==> src/rtl/match_sequencer.sv <==
// Two-player match controller: start screen, countdown, play, win, score keeping.
// Optional PAUSE state (ESC toggles PLAY/PAUSE) is built only when PAUSE_EN is defined.
module match_sequencer #(
    parameter int WIN_POINTS    = 5,
    parameter int TICKS_PER_SEC = 65_000_000,
    parameter int COUNTDOWN_SEC = 3
) (
    input  logic        clk,
    input  logic        rst,
    input  logic [15:0] keycode,
    input  logic        point_p1,
    input  logic        point_p2,
    output logic [1:0]  screen,
    output logic        game_run,
    output logic        round_start,
    output logic [3:0]  score_p1,
    output logic [3:0]  score_p2,
    output logic [1:0]  countdown
);

    localparam int              TW        = $clog2(TICKS_PER_SEC);
    localparam logic [TW-1:0]   TICK_MAX  = TW'(TICKS_PER_SEC - 1);
    localparam logic [3:0]      WIN_SCORE = 4'(WIN_POINTS);
    localparam logic [1:0]      CD_LOAD   = 2'(COUNTDOWN_SEC);
    localparam logic [7:0]      KEY_ENTER = 8'h5A;
    localparam logic [7:0]      KEY_BREAK = 8'hF0;

    localparam logic [2:0] ST_IDLE  = 3'd0;
    localparam logic [2:0] ST_COUNT = 3'd1;
    localparam logic [2:0] ST_PLAY  = 3'd2;
    localparam logic [2:0] ST_WIN   = 3'd4;
`ifdef PAUSE_EN
    localparam logic [7:0] KEY_ESC  = 8'h76;
    localparam logic [2:0] ST_PAUSE = 3'd3;
`endif

    logic [2:0]       state_reg, state_next;
    logic [TW-1:0]    tick_reg, tick_next;
    logic [1:0]       cd_reg, cd_next;
    logic [1:0][3:0]  score_reg, score_next, score_inc;
    logic             winner_reg, winner_next;
    logic [15:0]      key_reg, key_prev_reg;
    logic [1:0]       point_reg;
    logic [1:0]       screen_reg, screen_next;
    logic             run_reg, run_next;
    logic             rs_reg, rs_next;
    logic             key_new, enter_evt;
    logic [1:0]       point_in;

    assign point_in = {point_p2, point_p1};

    genvar gi;
    generate
        for (gi = 0; gi < 2; gi++) begin : g_player
            // Point pulses are registered so they line up with the keycode event path.
            always_ff @(posedge clk) begin
                if (rst)
                    point_reg[gi] <= 1'b0;
                else
                    point_reg[gi] <= point_in[gi];
            end
            assign score_inc[gi] = (score_reg[gi] == 4'd15) ? 4'd15 : score_reg[gi] + 4'd1;
        end
    endgenerate

    // A new code that is not a break byte; held-key repeats compare equal and are dropped.
    assign key_new   = (key_reg != key_prev_reg) && (key_reg[15:8] != KEY_BREAK);
    assign enter_evt = key_new && (key_reg[7:0] == KEY_ENTER);
`ifdef PAUSE_EN
    logic esc_evt;
    assign esc_evt   = key_new && (key_reg[7:0] == KEY_ESC);
`endif

    always_comb begin
        state_next  = state_reg;
        tick_next   = tick_reg;
        cd_next     = cd_reg;
        score_next  = score_reg;
        winner_next = winner_reg;
        rs_next     = 1'b0;
        case (state_reg)
            ST_IDLE, ST_WIN: begin
                if (enter_evt) begin
                    score_next = '0;
                    rs_next    = 1'b1;
                    cd_next    = CD_LOAD;
                    tick_next  = '0;
                    state_next = ST_COUNT;
                end
            end
            ST_COUNT: begin
                if (tick_reg == TICK_MAX) begin
                    tick_next = '0;
                    if (cd_reg <= 2'd1) begin
                        cd_next    = 2'd0;
                        state_next = ST_PLAY;
                    end else begin
                        cd_next = cd_reg - 2'd1;
                    end
                end else begin
                    tick_next = tick_reg + 1'b1;
                end
            end
            ST_PLAY: begin
                if (point_reg != 2'b00) begin
                    rs_next    = 1'b1;
                    cd_next    = CD_LOAD;
                    tick_next  = '0;
                    state_next = ST_COUNT;
                    // A simultaneous point from both players replays the round unscored.
                    if (point_reg == 2'b01) begin
                        score_next[0] = score_inc[0];
                        if (score_inc[0] == WIN_SCORE) begin
                            rs_next     = 1'b0;
                            cd_next     = 2'd0;
                            winner_next = 1'b0;
                            state_next  = ST_WIN;
                        end
                    end else if (point_reg == 2'b10) begin
                        score_next[1] = score_inc[1];
                        if (score_inc[1] == WIN_SCORE) begin
                            rs_next     = 1'b0;
                            cd_next     = 2'd0;
                            winner_next = 1'b1;
                            state_next  = ST_WIN;
                        end
                    end
                end
`ifdef PAUSE_EN
                else if (esc_evt) begin
                    state_next = ST_PAUSE;
                end
`endif
            end
`ifdef PAUSE_EN
            ST_PAUSE: begin
                if (esc_evt)
                    state_next = ST_PLAY;
            end
`endif
            default: state_next = ST_IDLE;
        endcase

        screen_next = 2'd1;
        if (state_next == ST_IDLE)
            screen_next = 2'd0;
        else if (state_next == ST_WIN)
            screen_next = winner_next ? 2'd3 : 2'd2;
        run_next = (state_next == ST_PLAY);
    end

    always_ff @(posedge clk) begin
        if (rst) begin
            state_reg    <= ST_IDLE;
            tick_reg     <= '0;
            cd_reg       <= 2'd0;
            score_reg    <= '0;
            winner_reg   <= 1'b0;
            screen_reg   <= 2'd0;
            run_reg      <= 1'b0;
            rs_reg       <= 1'b0;
            key_reg      <= keycode;
            key_prev_reg <= keycode;
        end else begin
            state_reg    <= state_next;
            tick_reg     <= tick_next;
            cd_reg       <= cd_next;
            score_reg    <= score_next;
            winner_reg   <= winner_next;
            screen_reg   <= screen_next;
            run_reg      <= run_next;
            rs_reg       <= rs_next;
            key_reg      <= keycode;
            key_prev_reg <= key_reg;
        end
    end

    assign screen      = screen_reg;
    assign game_run    = run_reg;
    assign round_start = rs_reg;
    assign score_p1    = score_reg[0];
    assign score_p2    = score_reg[1];
    assign countdown   = cd_reg;

endmodule
==> config.mk <==
export PLATFORM = sky130hd
export DESIGN_NAME = match_sequencer
export DESIGN_NICKNAME = d
export VERILOG_FILES = /design/src/rtl/match_sequencer.sv
export SDC_FILE = /design/constraint.sdc
export NUM_CORES = 1
export LEC_CHECK = 0
export ABC_CLOCK_PERIOD_IN_PS = 6300
export CORE_UTILIZATION = 40
export DETAILED_ROUTE_END_ITERATION = 10
export PLACE_DENSITY = 0.58
export SETUP_SLACK_MARGIN = 0.15
export SYNTH_ARGS = -nofsm -noshare
export SYNTH_HDL_FRONTEND = slang
export SYNTH_SLANG_ARGS = --single-unit
==> constraint.sdc <==
create_clock -name clk -period 6.3 [get_ports clk]
set_input_delay 1.89 -clock clk [delete_from_list [all_inputs] [get_ports clk]]
set_output_delay 1.89 -clock clk [all_outputs]
set_load 0.01 [all_outputs]
==> results of run 1 <==
[placed cells by master, fill, tap and decap left out, types with 7 or more instances in the layout]
cell type,n
clkbuf_8,9
nor4_1,7
dfxtp_1,78
nand4_1,10
or4_1,7
and3_1,7
inv_1,11
mux2_2,16
xor2_1,16
clkdlybuf4s50_1,33
o21ai_0,15
o31ai_1,7
nand2_1,21
a21oi_1,29
or3_1,13
nand3_1,11
nor2_1,11
[logic make-up (layout without fill, tap and decap cells)]
family | Yosys count | count (layout) | share of synthesized area (%)
compound gates | 77 | 77 | 14.90
buf+inv | 23 | 61 | 2.980
simple gates | 133 | 133 | 23.99
flops | 78 | 78 | 46.48
fa+ha+maj | 5 | 5 | 1.862
mux | 16 | 16 | 5.363
xor+xnor | 17 | 17 | 4.432
[tightest hold or removal path, delay by kind of cell (launching register included)]
family | cells | cell delay, ns
AOI/OAI and AO/OA | 1 | 0.07
and+or+nand+nor | 1 | 0.06
DFF | 1 | 0.31
[routing by layer]
layer | track usage (%) | vias to the layer above | wire length (um)
li1 | - | 1365 | -
met1 | 22.10 | 1196 | 3479
met2 | 25.61 | 44 | 2936
met3 | 3.171 | 9 | 202
met4 | 8.590 | 0 | 111
met5 | 0 | - | 0
[how the worst max path moves through the flow]
stage / startpoint / endpoint / cells after the start
6_report: rst / tick_reg[20] / 5
5_1_grt: rst / tick_reg[20] / 5
3_3_place_gp: rst / tick_reg[20] / 5
2_1_floorplan: rst / screen[0] / 3
3_5_place_dp: rst / tick_reg[20] / 5
4_1_cts: score_p1[1] / score_p1[1] / 1
[power by group]
part           switching [mW]  internal [mW]  total [mW]
combinational          0.0178         0.0260      0.0438
clock                   0.187          0.186       0.373
sequential            0.00887          0.507       0.516
total                   0.214          0.719       0.933
[final cells by class]
cell class	instances	area, um^2	share of cell area (%)
multi-input cells	248	1698	42.77
flip-flops and latches	78	1562	39.33
repair buffers	34	337.8	8.509
well taps	105	131.4	3.309
clock buffers	10	127.6	3.215
clock inverters	6	72.57	1.828
inverters	11	41.29	1.040
==> impl_metrics.csv, run 1 <==
group,metric,value,unit
detailed_routing,drc_errors,0,
detailed_routing,antenna_left,0,
timing,tns,0,ns
cts,hold_buffers,0,
synth,synth_area,3359,um^2
critical_path,r2r-end,"tick_reg[20]",
timing,hold_viol,0,
cts,cts_root_buf,"clkbuf_8",
final_layout,largest_reg_flops,26,
die,num_rows,33,
place,placed_cell_area,3770,um^2
place,portBuffers,33,
status,status,"complete, no violations",
detailed_routing,drtPass1Iterations,5,
cts,clk-insertion-delay-late,0.35,ns
flow_run,cap_violations,0,
min_path,holdPathStages,2,
synth,yosysMostFrequentCell,"dfxtp_1",
critical_path,cp_slowest_stage_delay,0.46,ns
synth,synth_cell_types,60,
pwr,ir_worst_vdd,0.1215,mV
critical_path,crit_arrival,3.46,ns
min_path,min_path_type,"reg -> reg",
critical_path,critPathKind,"in -> reg",
pwr,p_leak,1.361,nW
pwr,power_density,235.1,nW/um^2
timing,max_slew_margin,27.63,%
grt,grt_pass1_vias,2445,
timing,max_freq,305.2,MHz
grt,grt.total_usage,16.65,%
timing,fin_skew,0.01302,ns
synth,synthArstFlopShare,0,%
detailed_routing,post_drt_wl_per_cell,13.68,um
place,pre_cts_ws,2.663,ns
pwr,finalPower,933.2,uW
place,hpwlAfterDp,4570,um
final_layout,final_area,3970,um^2
critical_path,worstSetupStartpointType,"input pin",
detailed_routing,wl,6730,um
cts,clk_pin_slew,0.08,ns
cts,htreeDepth,3,
detailed_routing,vias_per_cell,5.313,
cts,post-cts-setup-buffer-count,0,
synth,ys_top_cells_by_area,"dfxtp_1 (46%), mux2_2 (5.4%), a21oi_1 (4.3%)",
final_layout,layoutNonFillerInstCount,492,
synth,synth_edf_count,0,
timing,drv_slew,0,
cts,cts_tree,"yes",
grt,globalRoute.totalOverflow,0,
synth,yosys_warnings,0,
final_layout,nets,407,
synth,ys.flop_type,"dfxtp_1",
grt,antenna_found_initial,0,
place,place_inst,476,
die,io_pins,34,
timing,setup_ws,3.024,ns
synth,syn_nets,374,
synth,seq_area_frac_synth,46.48,%
die,dieArea,8769,um^2
synth,synth_top_area_share,46.48,%
grt,grt_pass1_wl,11370,um
synth,synth_top_area_cell,"dfxtp_1",
critical_path,required,6.49,ns
critical_path,timing.rr.start,"tick_reg[9]",
timing,setup_viol,0,
synth,synth_top_cells_by_count,"dfxtp_1 (78), a21oi_1 (29), nand2_1 (21)",
timing,post-route-period-util,52.01,%
die,core_region_area,8175,um^2
synth,syn_inst,349,
synth,synth_seq_cells,78,
critical_path,critPathBufInv,3,
die,die-height,93.65,um
critical_path,cp_top_family,"buffers and inverters",
min_path,min_to,"winner_reg",
place,gp_congestion,0.7582,
timing,rsz0062_at_grt,"false",
final_layout,drive_gt1_share,11.11,%
die,die_w,93.65,um
critical_path,path_cells,"clkdlybuf4s50_1, buf_4, inv_1, o21ai_2, nor3_1",
critical_path,end_kind,"flip-flop",
grt,grt_max_degree,47,
min_path,holdCritStartpoint,"winner_reg",
critical_path,ff2ff_path_depth,6,
cts,cts_sinks,78,
synth,avgSynthCellArea,9.626,um^2
critical_path,r2r_setup_slack,3.40,ns
timing,layout_min_cycle_time,3.276,ns
final_layout,final_core_util,48.56,%
die,floorplan.initialDensity,41.09,%
cts,cts_resized,0,
final_layout,fill_cells,807,
detailed_routing,dr_total_vias,2614,
cts,cts_buffers,9,
final_layout,antenna_cells,0,
timing,worstMarginPinSlew,1.085,ns
critical_path,worstPathMaxFanout,32,
timing,holdWs,0.4856,ns
detailed_routing,drt_iter0_drc,116,
critical_path,crit_slowest_cell,"clkdlybuf4s50_1",
final_layout,syn_to_final_growth,18.18,%
cts,clockBufferDepth,2,
No activity file was read; power rests on OpenSTA's default activity.
==> run 2: changes to the inputs <==
--- a/config.mk
+++ b/config.mk
@@ -5,10 +5,10 @@
 export SDC_FILE = /design/constraint.sdc
 export NUM_CORES = 1
 export LEC_CHECK = 0
-export ABC_CLOCK_PERIOD_IN_PS = 6300
+export ABC_CLOCK_PERIOD_IN_PS = 3000
 export CORE_UTILIZATION = 40
 export DETAILED_ROUTE_END_ITERATION = 10
-export PLACE_DENSITY = 0.58
+export PLACE_DENSITY = 0.61
 export SETUP_SLACK_MARGIN = 0.15
 export SYNTH_ARGS = -nofsm -noshare
 export SYNTH_HDL_FRONTEND = slang
==> constraint.sdc (replaced) <==
create_clock -name clk -period 3 [get_ports clk]
set_input_delay 0.9 -clock clk [delete_from_list [all_inputs] [get_ports clk]]
set_output_delay 0.9 -clock clk [all_outputs]
set_load 0.01 [all_outputs]
==> impl_metrics.csv, run 2 (synthesized netlist as in run 1, its figures left out) <==
group,metric,value,unit
status,status,"complete, no violations",
place,hpwlAfterDp,4705,um
place,place_inst,478,
final_layout,final_core_util,49.68,%
grt,antenna_found_initial,0,
grt,grt_busiest_layer,"met2",
detailed_routing,post_drt_wl_per_cell,14.41,um
timing,max_freq,407.3,MHz
pwr,seqPwrFrac,50.0,%
final_layout,final_cell_mix,"dfxtp_1 (78), clkdlybuf4s50_1 (33), a21oi_1 (29)",
cts,cts_resized,0,
grt,grt.met3_usage,4.959,%
detailed_routing,dr_total_vias,2662,
place,portBuffers,33,
die,dieArea,8769,um^2
pwr,pwr-share-clk,45.6,%
critical_path,worstSetupStartpointType,"flip-flop",
timing,post-route-period-util,81.83,%
pwr,p_sw,463.9,uW
place,gp_congestion,0.7549,
detailed_routing,wl,7131,um
pwr,p_leak,1.408,nW
final_layout,multi_input_area,1709,um^2
cts,cts_buffers,9,
final_layout,final_area,4061,um^2
detailed_routing,drt_iter0_drc,131,
cts,clk-insertion-delay-late,0.35,ns
flow_run,cap_violations,0,
final_layout,largest_reg_flops,26,
cts,htreeDepth,3,
timing,holdWs,0.4871,ns
detailed_routing,drc_errors,0,
grt,grt_pass1_vias,2435,
final_layout,antenna_cells,0,
critical_path,critPathKind,"reg -> reg",
timing,rsz0062_at_grt,"false",
final_layout,syn_to_final_growth,20.89,%
final_layout,fill_cells,769,
critical_path,required,3.24,ns
pwr,power_frac_comb,4.4,%
die,core_region_area,8175,um^2
die,die_w,93.65,um
cts,cts_tree,"yes",
grt,globalRoute.totalOverflow,0,
pwr,power_density,533.8,nW/um^2
place,placed_cell_area,3797,um^2
timing,layout_min_cycle_time,2.455,ns
detailed_routing,antenna_left,0,
min_path,min_path_type,"reg -> reg",
critical_path,crit_arrival,2.69,ns
timing,tns,0,ns
grt,grt_max_degree,47,
grt,grt_pass1_wl,11590,um
grt,grtUsageMet1,22.33,%
timing,worstMarginPinSlew,0.9414,ns
final_layout,layoutNonFillerInstCount,495,
cts,clockBufferDepth,2,
grt,grt.total_usage,16.94,%
die,floorplan.initialDensity,41.09,%
timing,setup_ws,0.5450,ns
cts,cts_root_buf,"clkbuf_8",
pwr,finalPower,2.168,mW
critical_path,worstPathMaxFanout,23,
critical_path,end_kind,"flip-flop",
pwr,ir_worst_vdd,0.3063,mV
timing,max_slew_margin,36.87,%
die,io_pins,34,
detailed_routing,drtPass1Iterations,4,
pwr,switching_share,21.40,%
cts,hold_buffers,0,
place,pre_cts_ws,0.4231,ns
timing,setup_viol,0,
timing,drv_slew,0,
cts,cts_sinks,78,
timing,hold_viol,0,
final_layout,seq_area,1562,um^2
die,die-height,93.65,um
final_layout,nets,410,
final_layout,mostFrequentLayoutCell,"dfxtp_1",
die,num_rows,33,
detailed_routing,vias_per_cell,5.378,
final_layout,drive_gt1_share,12.05,%
cts,post-cts-setup-buffer-count,0,
pwr,p_int,1.704,mW
timing,fin_skew,0.008689,ns
cts,clk_pin_slew,0.08,ns
grt,grt_use_met2,26.16,%
-- run 2: cell type report --
type / count / share of cell area (%)
clock buffer: 10 / 3.389
clock inverter: 6 / 2.834
inverter: 11 / 1.017
multi-input combinational: 249 / 42.08
sequential: 78 / 38.45
tap: 105 / 3.235
timing repair buffer: 36 / 8.996
-- run 2: worst max-delay path, cell delays in order, from the launching register on --
cell and delay (ns):
dfxtp_1 0.33, xor2_1 0.14, nor4_1 0.36, nand4_1 0.37, a21boi_2 0.83, or4_1 0.22
a21oi_1 0.06
-- run 2: layer usage --
metal  wire length [um]  part of all wire (%)  vias up
met3                217                   3.0        7
li1                   -                     -     1361
met1               3541                    50     1253
met2               3270                    46       41
met5                  0                     0        -
met4                102                   1.4        0
-- run 2: final timing paths --
kind / from / to / slack [ns] / cells after the start
min reg2reg: tick_reg[1] / tick_reg[1] / 0.49 / 2
max reg2reg: key_reg[7] / tick_reg[22] / 0.54 / 6
min: tick_reg[1] / tick_reg[1] / 0.49 / 2
max: key_reg[7] / tick_reg[22] / 0.54 / 6
-- run 2: power groups by stage --
stage	Clock [mW]	Combinational, mW	Sequential (mW)
floorplan	0	0.0544	1.10
global placement	0	0.0957	1.11
detailed placement	0	0.0963	1.11
CTS	1.00	0.0971	1.08
global route	1.05	0.105	1.09
finish	0.988	0.0956	1.08
